==> src/rtl/jtvigil_gfxarb.sv <==
`default_nettype none
// ============================================================================
// Module   : jtvigil_gfxarb
// Brief    : Round-robin arbiter that shares one 32-bit SDRAM read port
//            among the scroll 1, scroll 2 and object ROM fetchers. Each
//            fetcher has a one-word cache (tag/data/valid) and a registered ok.
// Revision : 1.0 - initial release
// ============================================================================
module jtvigil_gfxarb #(
  parameter logic [21:0] SCR1_OFFSET = 22'h00000,
  parameter logic [21:0] SCR2_OFFSET = 22'h08000,
  parameter logic [21:0] OBJ_OFFSET  = 22'h10000,
  parameter logic [7:0]  TOUT        = 8'd255
) (
  input  logic        clk,
  input  logic        rst_n,
  input  logic        scr1_cs,
  input  logic [16:0] scr1_addr,
  output logic [31:0] scr1_data,
  output logic        scr1_ok,
  input  logic        scr2_cs,
  input  logic [17:0] scr2_addr,
  output logic [31:0] scr2_data,
  output logic        scr2_ok,
  input  logic        obj_cs,
  input  logic [17:0] obj_addr,
  output logic [31:0] obj_data,
  output logic        obj_ok,
  output logic [21:0] sdram_addr,
  output logic        sdram_req,
  input  logic        sdram_ack,
  input  logic        sdram_dok,
  input  logic [31:0] sdram_din,
  output logic        timeout
);

  localparam int         NCH     = 3;
  localparam logic [1:0] ST_IDLE = 2'd0;
  localparam logic [1:0] ST_REQ  = 2'd1;
  localparam logic [1:0] ST_WAIT = 2'd2;

  // Channel index following c in the ring scr1 -> scr2 -> obj -> scr1
  function automatic logic [1:0] next_ch(input logic [1:0] c);
    return (c == 2'd2) ? 2'd0 : c + 2'd1;
  endfunction

  // Channel k positions after pointer p, modulo the channel count
  function automatic logic [1:0] rr_idx(input logic [1:0] p, input int k);
    logic [2:0] s;
    s = {1'b0, p} + 3'(k);
    if (s >= 3'd3) s = s - 3'd3;
    return s[1:0];
  endfunction

  // SDRAM word offset of each channel's ROM region
  function automatic logic [21:0] chan_offset(input logic [1:0] c);
    case (c)
      2'd0:    return SCR1_OFFSET;
      2'd1:    return SCR2_OFFSET;
      default: return OBJ_OFFSET;
    endcase
  endfunction

  logic [1:0]     state_q, state_d;
  logic [1:0]     ptr_q, ptr_d;
  logic [1:0]     gnt_q, gnt_d;
  logic [17:0]    lat_q, lat_d;
  logic [21:0]    sdram_addr_q, sdram_addr_d;
  logic [7:0]     cnt_q, cnt_d;
  logic           timeout_q, timeout_d;

  logic [NCH-1:0] cs_w;
  logic [17:0]    addr_w [NCH];
  logic [NCH-1:0] pend_w;
  logic [NCH-1:0] ok_w;
  logic [31:0]    data_w [NCH];
  logic           any_pend_w;
  logic [1:0]     sel_w;
  logic           dok_w;
  logic           tout_w;
  logic           done_w;
  logic           wr_en_w;

  // scr1 is one bit narrower; zero-extend so every channel compares alike
  assign cs_w      = {obj_cs, scr2_cs, scr1_cs};
  assign addr_w[0] = {1'b0, scr1_addr};
  assign addr_w[1] = scr2_addr;
  assign addr_w[2] = obj_addr;

  // Data accepted from SDRAM: in WAIT, or together with the ack in REQ
  assign dok_w   = sdram_dok & ((state_q == ST_WAIT) | ((state_q == ST_REQ) & sdram_ack));
  // Abandon on the TOUT-th WAIT cycle unless data arrives in that same cycle
  assign tout_w  = (state_q == ST_WAIT) & ~sdram_dok & (cnt_q == TOUT - 8'd1);
  assign done_w  = dok_w | tout_w;
  // Only fill the cache if the requester still wants the fetched address
  assign wr_en_w = dok_w & (addr_w[gnt_q] == lat_q);

  genvar gi;
  generate
    for (gi = 0; gi < NCH; gi++) begin : g_ch
      localparam logic [1:0] IDX = 2'(gi);
      logic [17:0] tag_q;
      logic [31:0] data_q;
      logic        valid_q;
      logic        ok_q;

      assign pend_w[gi] = cs_w[gi] & (~valid_q | (tag_q != addr_w[gi]));
      assign ok_w[gi]   = ok_q;
      assign data_w[gi] = data_q;

      // Cache fill for the granted channel; ok registers a hit on the live address
      always_ff @(posedge clk or negedge rst_n) begin
        if (!rst_n) begin
          tag_q   <= '0;
          data_q  <= '0;
          valid_q <= 1'b0;
          ok_q    <= 1'b0;
        end else begin
          if (wr_en_w && (gnt_q == IDX)) begin
            tag_q   <= lat_q;
            data_q  <= sdram_din;
            valid_q <= 1'b1;
          end
          ok_q <= cs_w[gi] & valid_q & (tag_q == addr_w[gi]);
        end
      end
    end
  endgenerate

  // First pending channel at or after the pointer (k=0 is checked last so it wins)
  always_comb begin
    any_pend_w = 1'b0;
    sel_w      = ptr_q;
    for (int k = NCH - 1; k >= 0; k--) begin
      if (pend_w[rr_idx(ptr_q, k)]) begin
        any_pend_w = 1'b1;
        sel_w      = rr_idx(ptr_q, k);
      end
    end
  end

  // FSM state register
  always_ff @(posedge clk or negedge rst_n) begin
    if (!rst_n) state_q <= ST_IDLE;
    else        state_q <= state_d;
  end

  // FSM next-state logic
  always_comb begin
    state_d = state_q;
    case (state_q)
      ST_IDLE: if (any_pend_w) state_d = ST_REQ;
      ST_REQ:  if (sdram_ack)  state_d = sdram_dok ? ST_IDLE : ST_WAIT;
      ST_WAIT: if (done_w)     state_d = ST_IDLE;
      default: state_d = ST_IDLE;
    endcase
  end

  // Transfer bookkeeping: grant latch, bus address, wait counter, pointer, flag
  always_comb begin
    gnt_d        = gnt_q;
    lat_d        = lat_q;
    sdram_addr_d = sdram_addr_q;
    cnt_d        = cnt_q;
    ptr_d        = ptr_q;
    timeout_d    = timeout_q;
    if ((state_q == ST_IDLE) && any_pend_w) begin
      gnt_d        = sel_w;
      lat_d        = addr_w[sel_w];
      sdram_addr_d = {4'd0, addr_w[sel_w]} + chan_offset(sel_w);
    end
    if (state_q == ST_REQ)       cnt_d = '0;
    else if (state_q == ST_WAIT) cnt_d = cnt_q + 8'd1;
    if (done_w) ptr_d     = next_ch(gnt_q);
    if (tout_w) timeout_d = 1'b1;
  end

  // Transfer bookkeeping registers
  always_ff @(posedge clk or negedge rst_n) begin
    if (!rst_n) begin
      gnt_q        <= '0;
      lat_q        <= '0;
      sdram_addr_q <= '0;
      cnt_q        <= '0;
      ptr_q        <= '0;
      timeout_q    <= 1'b0;
    end else begin
      gnt_q        <= gnt_d;
      lat_q        <= lat_d;
      sdram_addr_q <= sdram_addr_d;
      cnt_q        <= cnt_d;
      ptr_q        <= ptr_d;
      timeout_q    <= timeout_d;
    end
  end

  // FSM outputs and cache read-out
  always_comb begin
    sdram_req  = (state_q == ST_REQ);
    sdram_addr = sdram_addr_q;
    timeout    = timeout_q;
    scr1_data  = data_w[0];
    scr2_data  = data_w[1];
    obj_data   = data_w[2];
    scr1_ok    = ok_w[0];
    scr2_ok    = ok_w[1];
    obj_ok     = ok_w[2];
  end

endmodule
`default_nettype wire

==> config.mk <==
export PLATFORM = sky130hd
export DESIGN_NAME = jtvigil_gfxarb
export DESIGN_NICKNAME = d
export VERILOG_FILES = /design/src/rtl/jtvigil_gfxarb.sv
export SDC_FILE = /design/constraint.sdc
export NUM_CORES = 1
export LEC_CHECK = 0
export CORE_ASPECT_RATIO = 0.9
export CORE_UTILIZATION = 45
export CTS_CLUSTER_SIZE = 30
export DETAILED_ROUTE_END_ITERATION = 8
export HOLD_SLACK_MARGIN = 0.02
export PLACE_DENSITY = 0.78
export SETUP_SLACK_MARGIN = 0.1
export SYNTH_ARGS = -nofsm -noshare
export SYNTH_HDL_FRONTEND = slang
export SYNTH_SLANG_ARGS = --single-unit
==> constraint.sdc <==
create_clock -name clk -period 7.5 [get_ports clk]
set_input_delay 1.125 -clock clk [delete_from_list [all_inputs] [get_ports clk]]
set_output_delay 1.125 -clock clk [all_outputs]
set_load 0.1 [all_outputs]
==> qor.yml <==
run_status:
  status: "finished clean"
setup_path:
  cp-start-kind: "input port"
  slowest_stage: "a21oi_4"
  r2r-start: "gnt_q[1]"
  r2r_end: "scr1_data[18]"
  path_cells: "clkdlybuf4s50_1 -> xnor2_1 -> nand4_1 -> nor4_1 -> a41o_1 -> a211oi_1 -> a22oi_1 -> a31oi_4 -> a21oi_4 -> o2bb2ai_1 -> ha_1 -> inv_1 -> fa_1 -> xor2_1 -> o21ai_2"
  path_delay_family: "compound AO/OA/AOI/OAI gates"
  worst-endpoint-required_ns: 7.81
  worst-path-max-fanout: 19
  path_buf_inv: 2
  critical_path.startpoint: "scr2_addr[4]"
  crit_end: "sdram_addr[17]"
  critPathArrivalTime_ns: 5.36
  endpoint_kind: "flop"
  max_stage_delay_ns: 0.64
  ff2ff_setup_slack_ns: 3.16
  crit_type: "input port to flop"
  reg2reg_depth: 12
  crit_cells: 15
power:
  p_per_area_mw_per_mm2: 301
  p_int_w: 0.00209
  p_clk_share_pct: 25.2
  power.total_w: 0.00366
  p_comb_share_pct: 41.2
  ir_drop_mv: 0.194
  switching_share_pct: 43.0
  p_leak_nw: 5.50
  p_switching_w: 0.00158
  p_seq_share_pct: 33.5
layout:
  layout.area.seq_sq_mm: 0.00483
  drive_gt1_share_pct: 21.9
  nets: 1044
  final_cells: 1210
  n_fill_cell: 1648
  multiInputGateArea_sq_mm: 0.00416
  syn_to_final_growth_pct: 29.8
  mostFrequentLayoutCells: "210 x clkdlybuf4s50_1, 193 x dfrtp_1, 151 x mux2_2, 57 x xnor2_1, 50 x nand2_1"
  final_common_cell: "clkdlybuf4s50_1"
  n_antenna_cell: 0
clock_network:
  clk_path_buf_depth: 2
  insertion_delay_ns: 0.45
  cts_buffers: 17
  cts_setup_buffers: 0
  clockRootBuffer: "clkbuf_16"
  clk_pin_slew_ns: 0.08
  cts-resized-gates: 0
  htreeDepth: 4
  cts.sink_count: 193
  holdBufCountCts: 0
  cts_tree: "built"
detailed_routing:
  drc: 0
  drt-initial-drc-count: 330
  post_drt_wl_per_cell_um: 20.2
  wirelength_mm: 24.5
  vias: 6560
  via_per_inst: 5.42
  ant_nets: 0
  drt_pre_antenna_iters: 7
yosys:
  yosys.area.top_type_share_pct: 51.5
  synth_top_family_by_area: "multiplexers"
  yosys.area_share.simple_pct: 6.42
  netlist.top_cell.by_area: "dfrtp_1"
  ys_seq_area_share_pct: 51.5
  synth_xor_area_share_pct: 7.00
  async_flop_share_pct: 100
  synth_warnings: 0
  synth.area.top_cells: "dfrtp_1 51%, mux2_2 18%, xnor2_1 5.3%"
  synth_edf_count: 0
  synth.avg_cell_area_sq_um: 12.4
  synthCells: 754
  ys_types: 58
  ys_ff_latch: 193
  synth_fa_ha_area_share_pct: 1.41
  yosys-mux-area-fraction_pct: 22.5
  synth_flop_cell: "dfrtp_1"
  netlist_area_sq_mm: 0.00938
  synth-compound-area-share_pct: 6.80
global_routing:
  grt_max_degree: 122
  grt_overflow: 0
  grt_pass1_wl_mm: 39.3
  grtUsageTotal_pct: 24.0
  grt_pass1_vias: 6952
  grt_antenna_before_repair: 0
placed_design:
  gp_congestion: 0.839
  dp_hpwl_mm: 17.1
  port_buffers: 211
  dp.cells: 1178
worst_hold_path:
  whs_path_depth: 1
  min-delay-path-class: "flop to flop"
floorplanning:
  core-area_sq_mm: 0.0202
  dieArea_sq_mm: 0.0214
  boundaryPins: 215
  die_height_um: 139
  start_util_pct: 46.4
  rows: 49
  die_w_um: 154
sta:
  setup-violations-final: 0
  finClkSkew_ns: 0.0182
  worst_pin_slew_ns: 1.05
  grt_setup_unrepaired: "false"
  slew-limit-headroom_pct: 30.1
  hold_viol_final: 0
  setup_tns_ns: 0
  fmax_mhz: 198
  drv_slew: 0
  post-route-period-util_pct: 67.3
  timing.final.crit_period_ns: 5.05
job:
  maxCapViolCount: 0
sequential cells by signal, summed over array words and instances (netlist names):
name / count
ptr_q: 2
scr1_ok: 1
lat_q: 18
obj_data: 32
obj_ok: 1
sdram_addr: 4
cnt_q: 8
scr1_data: 32
scr2_ok: 1
scr2_data: 32
g_ch.tag_q: 54
gnt_q: 2
state_q: 2
g_ch.valid_q: 3
timeout: 1
power groups by stage:
stage | registers, W | logic, W | clock network, W
3_3_place_gp | 0.00124 | 0.00149 | 0
4_1_cts | 0.00123 | 0.00151 | 0.000946
6_report | 0.00123 | 0.00151 | 0.000924
2_1_floorplan | 0.00129 | 0.00109 | 0
3_5_place_dp | 0.00125 | 0.00150 | 0
5_1_grt | 0.00124 | 0.00163 | 0.000987
cell families (layout without fill, tap and decap cells):
| family | after synthesis | in the layout |
|---|---|---|
| flops | 193 | 193 |
| mux | 190 | 190 |
| simple gates | 120 | 120 |
| compound gates | 94 | 94 |
| xor+xnor | 75 | 75 |
| buf+inv | 71 | 270 |
| fa+ha+maj | 10 | 10 |
| other cells | 1 | 3 |
layout make-up:
| type | count | area share (%) |
|---|---|---|
| Clock buffer | 17 | 3.49 |
| Clock inverter | 15 | 1.59 |
| Inverter | 18 | 0.575 |
| Multi-Input combinational cell | 492 | 34.1 |
| Sequential cell | 193 | 39.7 |
| Tap cell | 255 | 2.62 |
| Timing Repair Buffer | 220 | 17.9 |
synth_stat cells (2+ instances only):
library cell,instances
dfrtp_1,193
mux2_2,151
xnor2_1,57
nand2_1,50
buf_4,33
o21ai_0,30
mux2i_1,21
mux2_1,18
xor2_1,18
a22oi_1,17
inv_1,17
nand4_1,16
nor2_1,14
a21oi_1,11
o21ai_1,11
buf_2,10
clkbuf_1,10
ha_1,9
nor2b_1,6
nor4_1,6
and2_1,5
nand3_1,5
o22ai_1,4
nor3_1,3
or2_2,3
a22o_1,2
nand2b_1,2
nand4b_1,2
metrics by stage:
step	instance area, sq um	hold slack [ns]	worst slack, ns	util (%)
after floorplan	9390	0.439	3.55	-
after global placement	11600	0.449	2.14	57.1
after detailed placement	11600	0.455	2.01	57.1
after CTS	12200	0.473	2.47	60.2
after global routing	12200	0.494	2.17	60.2
final	12200	0.469	2.45	60.2
worst reg2reg max path: stages (launching register included):
cell and delay, ns:
dfrtp_1 0.36, buf_4 0.24, nor2b_1 0.32, buf_4 0.33, nand2_1 0.08, o21ai_0 0.10
xnor2_1 0.18, nand4_1 0.13, or4_1 0.41, nor4_1 0.30, and2_2 0.92, buf_4 0.46
mux2_2 0.39
worst min path at each step:
| stage | start | endpoint | slack (ns) |
|---|---|---|---|
| 3_5_place_dp | timeout | timeout | 0.45 |
| 3_3_place_gp | timeout | timeout | 0.45 |
| 2_1_floorplan | g_ch[1].valid_q | g_ch[1].valid_q | 0.44 |
| 5_1_grt | g_ch[0].valid_q | g_ch[0].valid_q | 0.49 |
| 6_report | timeout | timeout | 0.47 |
| 4_1_cts | timeout | timeout | 0.47 |
layer usage:
metal	track usage, %	share of wire, %
met1	31.3	43
met5	0	0
met3	8.84	9.3
met4	6.74	1.7
met2	37.4	46
No activity file was read; power rests on OpenSTA's default activity.
